`config.mk`:
```
export PLATFORM = sky130hd
export DESIGN_NAME = vga_timing_gen
export DESIGN_NICKNAME = d
export VERILOG_FILES = /design/src/rtl/vga_timing_gen.sv
export SDC_FILE = /design/constraint.sdc
export NUM_CORES = 1
export LEC_CHECK = 0
export BUFFER_PORTS_ARGS = -buffer_cell sky130_fd_sc_hd__buf_2
export CELL_PAD_IN_SITES_DETAIL_PLACEMENT = 0
export CELL_PAD_IN_SITES_GLOBAL_PLACEMENT = 1
export CORE_ASPECT_RATIO = 1.2
export CORE_MARGIN = 3
export CORE_UTILIZATION = 46
export DETAILED_ROUTE_END_ITERATION = 10
export GPL_ROUTABILITY_DRIVEN = 1
export PLACE_DENSITY = 0.94
export SLEW_MARGIN = 20
export SYNTH_ARGS = -nofsm -noshare
export SYNTH_HDL_FRONTEND = slang
export SYNTH_SLANG_ARGS = --single-unit
```
`constraint.sdc`:
```
create_clock -name clk -period 2.9 [get_ports clk]
set_input_delay 0.29 -clock clk [delete_from_list [all_inputs] [get_ports clk]]
set_output_delay 0.29 -clock clk [all_outputs]
set_load 0.1 [all_outputs]
```
`src/rtl/vga_timing_gen.sv`:
```
// VGA timing generator: pixel-clock divider, h/v counters, early coordinates, delayed sync/blank, strobes.
// Latency: x/y/display_en_early one pixel period after the counters; sync/blank a further PIPE_DELAY periods.
// Backpressure: none; free-running from clk, only reset stalls it.
module vga_timing_gen #(
  parameter int H_ACTIVE   = 640,
  parameter int H_FRONT    = 16,
  parameter int H_SYNC     = 96,
  parameter int H_BACK     = 48,
  parameter int V_ACTIVE   = 480,
  parameter int V_FRONT    = 10,
  parameter int V_SYNC     = 2,
  parameter int V_BACK     = 33,
  parameter int H_POL      = 0,
  parameter int V_POL      = 0,
  parameter int CLK_DIV    = 2,
  parameter int PIPE_DELAY = 2,
  parameter int CNT_W      = 10,
  parameter int FRAME_W    = 8
) (
  input  logic               clk,
  input  logic               reset,
  output logic               pix_stb,
  output logic [CNT_W-1:0]   x_coord,
  output logic [CNT_W-1:0]   y_coord,
  output logic               display_en_early,
  output logic               hsync,
  output logic               vsync,
  output logic               display_en,
  output logic               vga_blank_n,
  output logic               line_start,
  output logic               frame_start,
  output logic [FRAME_W-1:0] frame_count
);

  localparam int H_TOTAL = H_ACTIVE + H_FRONT + H_SYNC + H_BACK;
  localparam int V_TOTAL = V_ACTIVE + V_FRONT + V_SYNC + V_BACK;
  localparam int DIV_W   = (CLK_DIV > 1) ? $clog2(CLK_DIV) : 1;

  localparam logic [DIV_W-1:0] DIV_LAST = DIV_W'(CLK_DIV - 1);
  localparam logic [CNT_W-1:0] H_LAST   = CNT_W'(H_TOTAL - 1);
  localparam logic [CNT_W-1:0] V_LAST   = CNT_W'(V_TOTAL - 1);
  localparam logic [CNT_W-1:0] H_ACT    = CNT_W'(H_ACTIVE);
  localparam logic [CNT_W-1:0] V_ACT    = CNT_W'(V_ACTIVE);
  localparam logic [CNT_W-1:0] HS_FIRST = CNT_W'(H_ACTIVE + H_FRONT);
  localparam logic [CNT_W-1:0] HS_LAST  = CNT_W'(H_ACTIVE + H_FRONT + H_SYNC - 1);
  localparam logic [CNT_W-1:0] VS_FIRST = CNT_W'(V_ACTIVE + V_FRONT);
  localparam logic [CNT_W-1:0] VS_LAST  = CNT_W'(V_ACTIVE + V_FRONT + V_SYNC - 1);

  // Sync levels: the idle level is the complement of the asserted one.
  localparam logic HS_ACT  = (H_POL != 0);
  localparam logic VS_ACT  = (V_POL != 0);
  localparam logic HS_IDLE = ~HS_ACT;
  localparam logic VS_IDLE = ~VS_ACT;

  logic [DIV_W-1:0]   div_cnt_q, div_cnt_d;
  logic [CNT_W-1:0]   hcount_q, hcount_d;
  logic [CNT_W-1:0]   vcount_q, vcount_d;
  logic               active;
  logic               hs_lvl, vs_lvl;
  logic [CNT_W-1:0]   x_q, y_q;
  logic               de_early_q, hs_q, vs_q;
  logic               line_start_q, frame_start_q;
  logic [FRAME_W-1:0] frame_count_q;
  logic               first_frame_q;

  // Pixel strobe is a pure decode of the divider register, so it is high every cycle when CLK_DIV is 1.
  assign pix_stb = (div_cnt_q == DIV_LAST);

  // Next-state for the divider and the raster counters; counters only move on pixel strobes.
  always_comb begin
    div_cnt_d = (div_cnt_q == DIV_LAST) ? '0 : div_cnt_q + 1'b1;
    hcount_d  = hcount_q;
    vcount_d  = vcount_q;
    if (pix_stb) begin
      if (hcount_q == H_LAST) begin
        hcount_d = '0;
        vcount_d = (vcount_q == V_LAST) ? '0 : vcount_q + 1'b1;
      end else begin
        hcount_d = hcount_q + 1'b1;
      end
    end
  end

  // Region decode from the current counters, feeding the stage-1 registers.
  always_comb begin
    active = (hcount_q < H_ACT) && (vcount_q < V_ACT);
    hs_lvl = ((hcount_q >= HS_FIRST) && (hcount_q <= HS_LAST)) ? HS_ACT : HS_IDLE;
    vs_lvl = ((vcount_q >= VS_FIRST) && (vcount_q <= VS_LAST)) ? VS_ACT : VS_IDLE;
  end

  // Divider and raster counter registers.
  always_ff @(posedge clk) begin
    if (reset) begin
      div_cnt_q <= '0;
      hcount_q  <= '0;
      vcount_q  <= '0;
    end else begin
      div_cnt_q <= div_cnt_d;
      hcount_q  <= hcount_d;
      vcount_q  <= vcount_d;
    end
  end

  // Stage-1: coordinates and undelayed flags, loaded once per pixel period.
  always_ff @(posedge clk) begin
    if (reset) begin
      x_q        <= '0;
      y_q        <= '0;
      de_early_q <= 1'b0;
      hs_q       <= HS_IDLE;
      vs_q       <= VS_IDLE;
    end else if (pix_stb) begin
      x_q        <= active ? hcount_q : '0;
      y_q        <= active ? vcount_q : '0;
      de_early_q <= active;
      hs_q       <= hs_lvl;
      vs_q       <= vs_lvl;
    end
  end

  // Line/frame strobes are rewritten every clk so they last exactly one cycle.
  always_ff @(posedge clk) begin
    if (reset) begin
      line_start_q  <= 1'b0;
      frame_start_q <= 1'b0;
    end else begin
      line_start_q  <= pix_stb && (hcount_q == '0);
      frame_start_q <= pix_stb && (hcount_q == '0) && (vcount_q == '0);
    end
  end

  // Frame counter skips the frame_start of the first frame so it reads 0 throughout frame 0.
  always_ff @(posedge clk) begin
    if (reset) begin
      frame_count_q <= '0;
      first_frame_q <= 1'b1;
    end else if (pix_stb && (hcount_q == '0) && (vcount_q == '0)) begin
      if (first_frame_q) begin
        first_frame_q <= 1'b0;
      end else begin
        frame_count_q <= frame_count_q + 1'b1;
      end
    end
  end

  generate
    if (PIPE_DELAY == 0) begin : g_nodly
      assign hsync      = hs_q;
      assign vsync      = vs_q;
      assign display_en = de_early_q;
    end else begin : g_dly
      // Each entry is {hsync, vsync, active}.
      logic [2:0] dly_q [PIPE_DELAY];

      // Shift register advancing once per pixel period; reset fills it with idle levels.
      always_ff @(posedge clk) begin
        if (reset) begin
          for (int i = 0; i < PIPE_DELAY; i++) begin
            dly_q[i] <= {HS_IDLE, VS_IDLE, 1'b0};
          end
        end else if (pix_stb) begin
          dly_q[0] <= {hs_q, vs_q, de_early_q};
          for (int i = 1; i < PIPE_DELAY; i++) begin
            dly_q[i] <= dly_q[i-1];
          end
        end
      end

      assign hsync      = dly_q[PIPE_DELAY-1][2];
      assign vsync      = dly_q[PIPE_DELAY-1][1];
      assign display_en = dly_q[PIPE_DELAY-1][0];
    end
  endgenerate

  assign x_coord          = x_q;
  assign y_coord          = y_q;
  assign display_en_early = de_early_q;
  assign vga_blank_n      = display_en;
  assign line_start       = line_start_q;
  assign frame_start      = frame_start_q;
  assign frame_count      = frame_count_q;

endmodule

```
* Word-level counts from Yosys, hierarchy flattened
Memories as Yosys holds them, arrays and structs flattened. Index checks and enable logic that the tools add are counted. Widths: inputs -> output; s select.
Word-level totals: memories 1, input port bits 2, bits in latches 0, flip-flop bits (word level) 55, output and inout port bits 36, memory bits (writable) 6, logic and storage cells 51, bits in read-only memories 0
Memory list:
- g_dly.dly_q | words 2, width 3, read ports 2, clocked after memory_dff 0, write ports 2, line 153 | logic [2:0] dly_q [PIPE_DELAY];
Operators by class: bitwise operators 3, add/subtract/negate cells 4, order comparisons 6, $mul 0, equality and inequality tests 2, div/mod/pow operators 0, reductions and logical operators 10, multiplexer cells 13, shift-type cells 0
Operators with widths (count):
- $mux 10 | 4
- $add 10x1->10 const B | 2
- $eq 10x10->1 const B | 2
- $logic_not 10->1 | 2
- $ge 10x10->1 const B | 1
- $ge 10x9->1 const B | 1
- $le 10x10->1 const B | 1
- $le 10x9->1 const B | 1
- $lt 10x10->1 const B | 1
- $lt 10x9->1 const B | 1
- $add 8x1->8 const B | 1
- $mux 1 | 7
- $mux 3 | 2
- $logic_and 1x1->1 | 5
- $reduce_and 2->1 | 2
- $or 1x1->1 | 2
- $reduce_or 2->1 | 1
- $add 1x1->1 const B | 1
- $not 1->1 | 1

* Depth between registers and ports, before layout
depth after elaboration 4, depth in mapped cells 8, gate-level depth less buffers 6

* Worst setup path before layout
No wires, ideal clock.
kind reg2reg, from register div_cnt_q, in the netlist pix_stb, to register x_q[0], in the netlist x_coord[0], required time 2.838 ns, setup time 0.062 ns, path buffers 3, setup slack 0.303 ns, period minus slack after synthesis 2.597 ns, stages on the path, launching flop included 7, arrival time 2.535 ns, path through dfxtp_1 -> clkbuf_1 -> nor2b_1 -> and3_1 -> clkbuf_1 -> buf_1 -> a22o_1
RTL lines:
- from (decl) | line 55 | logic [DIV_W-1:0] div_cnt_q, div_cnt_d;
- from (signal assigned) | line 98 | div_cnt_q <= div_cnt_d;
- to (signal assigned) | line 113 | x_q <= active ? hcount_q : '0;
- to (decl) | line 60 | logic [CNT_W-1:0] x_q, y_q;

* Worst setup path after layout
from register hcount_q[0], to register frame_count_q[6], in the netlist frame_count[6]
Between the ends: cells in the longest elaborated chain, start to end 4
RTL lines:
- from (decl) | line 56 | logic [CNT_W-1:0] hcount_q, hcount_d;
- from (signal assigned) | line 99 | hcount_q <= hcount_d;
- $logic_not 10->1 | line 137 | end else if (pix_stb && (hcount_q == '0) && (vcount_q == '0)) begin
- $logic_and 1x1->1 (2 in series) | line 137
- $reduce_and 2->1 (no source line)
- to (signal assigned) | line 141 | frame_count_q <= frame_count_q + 1'b1;
- to (decl) | line 63 | logic [FRAME_W-1:0] frame_count_q;
No other way between the ends. A chain may end at the register's enable or synchronous reset.

==> results.txt <==
The die outline area is roughly 6500 µm². The most common library cell in the layout ignoring fill and taps is sky130_fd_sc_hd__dfxtp_1. The path class of the lowest-slack min-delay path is input pin to flip-flop. The core footprint is approximately 5300 µm². The clock latency of the later-clocked register in the worst-skew pair came out at between 300 and 400 ps. The fraction of registers with async set or reset after synthesis came out at 0%. The overall die width came out at approximately 74 µm. The length of the first detailed-routing pass in iterations came out at 4. The count of endpoints failing setup in the final report came out at 0. The mean cell area of the mapped netlist is 9.76 µm². Data on the critical path is required at its endpoint by about 3200 ps. The standby leakage power came out at 1.14 nW.

The number of global-route vias before repair came out at 1,967. The power per cell area came out at ~560 nW/µm². The maximum fanout along the worst path is 11. STA puts the critical path data arrival time at ~2500 ps. The sequential share of the synthesized area is between 50% and 60%. The synthesis warning total is 0.

The clock arrives with approximately 8.3 ps of skew. The worst supply voltage drop on vdd came out at 0.000350 V. The register clock-pin slew on the reported worst setup and hold paths came out at ~70 ps. The number of buffers added by the clock tree synthesis step came out at 9. The final worst slack came out at 624 ps.

The count of cells in the finished layout, fillers not included, comes to between 300 and 400. Of the cells placed in the final design, the portion with a size suffix greater than 1 is 20.4%. Relative to the synthesized area, the layout overhead comes to 14.8%. The final layout net count is 301. The flow ran to the end, and the final reports show no timing, DRC or antenna violations.

The placement-stage worst setup slack came out at between 700 and 800 ps. The final worst-path cycle share is 78.5%. The die outline height is about 88 µm. The worst setup path is launched from a flip-flop. TritonCTS built the clock tree.

The worst hold margin came out at around 370 ps. The critical path class is flip-flop to flip-flop. The initial antenna violation count came out at 0. The total instance count after detailed placement is about 350. The post-detailed-route DRC marker count is 0. After legalization and detailed placement, the total HPWL measured between 3000 and 4000 µm.

Synthesis produced a netlist whose cell count is approximately 260. The overall via count from detail_route came out at roughly 2,100. The deepest level of the CTS H-tree is 3.

The maximum clock path buffer count is 2. The violation count after the first detailed-route iteration is approximately 140. The total routed wirelength is 5210 µm. The first-pass GRT wire length came out at around 8900 µm.

During I/O placement, the number of pins put on the boundary was 38. The detail-routed net length per standard cell came out at around 14 µm. The number of hold violations in the final report came out at 0. Global routing used between 10% and 20% of the available tracks across all layers. The area of the mapped netlist came out at between 2000 and 3000 µm². The top cell types in the final layout, fill and taps aside, are sky130_fd_sc_hd__dfxtp_1 (55), sky130_fd_sc_hd__buf_2 (37), sky130_fd_sc_hd__a22o_1 (19), sky130_fd_sc_hd__nor2_1 (16), sky130_fd_sc_hd__a21oi_1 (15). The clock period minus worst slack is 2280 ps.

The standard-cell row count is 29. In this run the clock root is driven by a sky130_fd_sc_hd__clkbuf_8. The setup TNS after final layout came out at 0 ps. Gates resized during post-CTS repair numbered 0.

In the synthesized netlist the dominant register cell turns out to be sky130_fd_sc_hd__dfxtp_1. The max-cap violation count came out at 0. The number of flops mapped to enable cells by yosys is 6. The count of buffers inserted at the top-level ports is 37. Dividing the detail-routed via count by the number of cells gives roughly 5.8. Entering global routing, the biggest net connects 25 pins.

The highest clock rate is ~440 MHz. The initial core utilization is between 40 and 50%. The clock net sink count is a little over 60.

The worst setup path is captured at a flip-flop. The weighted congestion reported at the end of routability-driven placement came out at approximately 0.8. The antenna diode instance count is 0. Buffers inserted to repair hold after CTS numbered 0. The number of nets with antenna violations after detailed routing came out at 0.

The count of final max-slew check failures is 0. The number of flip-flops and latches in the synthesized netlist is 61. Post-CTS timing repair inserted 0 buffers for setup. The leftover overflow at the end of global routing is 0. Setup repair after global routing left no endpoint under its margin. The net count of the mapped netlist is roughly 270.

The relative max-transition margin is between 50% and 60%. The unique cell type count in the Yosys netlist came out at 38. For the pin with the worst max-slew slack, the measured transition is between 600 and 700 ps.
## logic make-up (layout without fill, tap and decap cells)
group / after synthesis / count (layout) / synth area share [%]
muxes: 2 / 2 / 0.884
and+or+nand+nor: 101 / 101 / 22.8
buffers and inverters: 27 / 65 / 4.71
xor gates and xnor gates: 11 / 11 / 3.78
DFF: 61 / 61 / 50.3
AOI/OAI and AO/OA: 54 / 54 / 15.0
adders and majority gates: 5 / 5 / 2.46
## path summary, 6_finish.rpt
path	slack (ps)	to	startpoint	depth (start not counted)
worst min register to register	460	y_coord[9]$_SDFFE_PP0P_	y_coord[9]$_SDFFE_PP0P_	1
worst max-delay path	620	frame_count[6]$_SDFFE_PP0P_	hcount_q[0]$_SDFFE_PP0P_	6
worst min-delay path	370	hcount_q[4]$_SDFFE_PP0P_	reset	2
worst max register to register	620	frame_count[6]$_SDFFE_PP0P_	hcount_q[0]$_SDFFE_PP0P_	6
## stage by stage
| step | total power [mW] | utilization [%] | instance area (µm²) |
|---|---|---|---|
| 6_report | 1.65 | 54.8 | 2930 |
| 5_1_grt | 1.71 | 54.8 | 2930 |
| 4_1_cts | 1.67 | 54.8 | 2930 |
| 3_5_place_dp | 1.01 | 51.6 | 2750 |
| 3_3_place_gp | 1.01 | 51.6 | 2750 |
| 2_1_floorplan | 0.987 | - | 2550 |
## per-layer routing
layer	wire length [µm]	part of all wire, %	global-route usage [%]
met1	2390	46	22.1
met2	2450	47	27.7
met3	273	5.2	3.58
met4	97	1.9	11.0
met5	0	0	0
## cell type report
type	instances	area, µm²
Fill cell	500	2410
Clock buffer	9	124
Sequential cell	61	1280
Inverter	8	30.0
Clock inverter	7	51.3
Tap cell	62	77.6
Timing Repair Buffer	41	215
Multi-Input combinational cell	173	1150
## worst max-delay path, cell delays in order (launching register included)
cell                       delay [ps]
sky130_fd_sc_hd__dfxtp_1          330
sky130_fd_sc_hd__inv_1             80
sky130_fd_sc_hd__ha_1             160
sky130_fd_sc_hd__nor4bb_1         570
sky130_fd_sc_hd__nand2_1          360
sky130_fd_sc_hd__or4_1            550
sky130_fd_sc_hd__a21oi_1          140
## state kept, by name, indices dropped and copies added (netlist names)
name,flops
line_start,1
display_en_early,1
frame_count,8
x_coord,10
g_dly.dly_q,6
first_frame_q,1
vcount_q,10
hs_q,1
hcount_q,10
frame_start,1
vs_q,1
pix_stb,1
y_coord,10
## report_power, final
| part | leakage (nW) | total (mW) | switching, mW | internal, mW |
|---|---|---|---|---|
| sequential | 0.495 | 0.870 | 0.00804 | 0.862 |
| clock | 0.0856 | 0.657 | 0.346 | 0.312 |
| combinational | 0.559 | 0.123 | 0.0981 | 0.0245 |
## Yosys cell counts (2+ instances only)
library cell               instances  area [µm²]
sky130_fd_sc_hd__nand2b_1          8        50.1
sky130_fd_sc_hd__o31ai_1           8        60.1
sky130_fd_sc_hd__buf_6             2        22.5
sky130_fd_sc_hd__nor4_1            5        31.3
sky130_fd_sc_hd__dfxtp_1          55        1100
sky130_fd_sc_hd__nand4b_1          3        26.3
sky130_fd_sc_hd__nor3_1            6        30.0
sky130_fd_sc_hd__ha_1              5        62.6
sky130_fd_sc_hd__or4_1             7        52.6
sky130_fd_sc_hd__xnor2_1           5        43.8
sky130_fd_sc_hd__a21oi_1          15        75.1
sky130_fd_sc_hd__a22o_1           19         166
sky130_fd_sc_hd__nand2_1           9        33.8
sky130_fd_sc_hd__mux2_2            2        22.5
sky130_fd_sc_hd__nand3_1          14        70.1
sky130_fd_sc_hd__and4_1            4        35.0
sky130_fd_sc_hd__nor2b_1           3        18.8
sky130_fd_sc_hd__and2_1            5        31.3
sky130_fd_sc_hd__nand4_1           7        43.8
sky130_fd_sc_hd__clkbuf_1         15        56.3
sky130_fd_sc_hd__edfxtp_1          6         180
sky130_fd_sc_hd__o21ai_0           6        30.0
sky130_fd_sc_hd__xor2_1            6        52.6
sky130_fd_sc_hd__or3_1             6        37.5
sky130_fd_sc_hd__and3_1            5        31.3
sky130_fd_sc_hd__inv_1             8        30.0
sky130_fd_sc_hd__nor2_1           16        60.1
(Power assumes the default switching activity.)
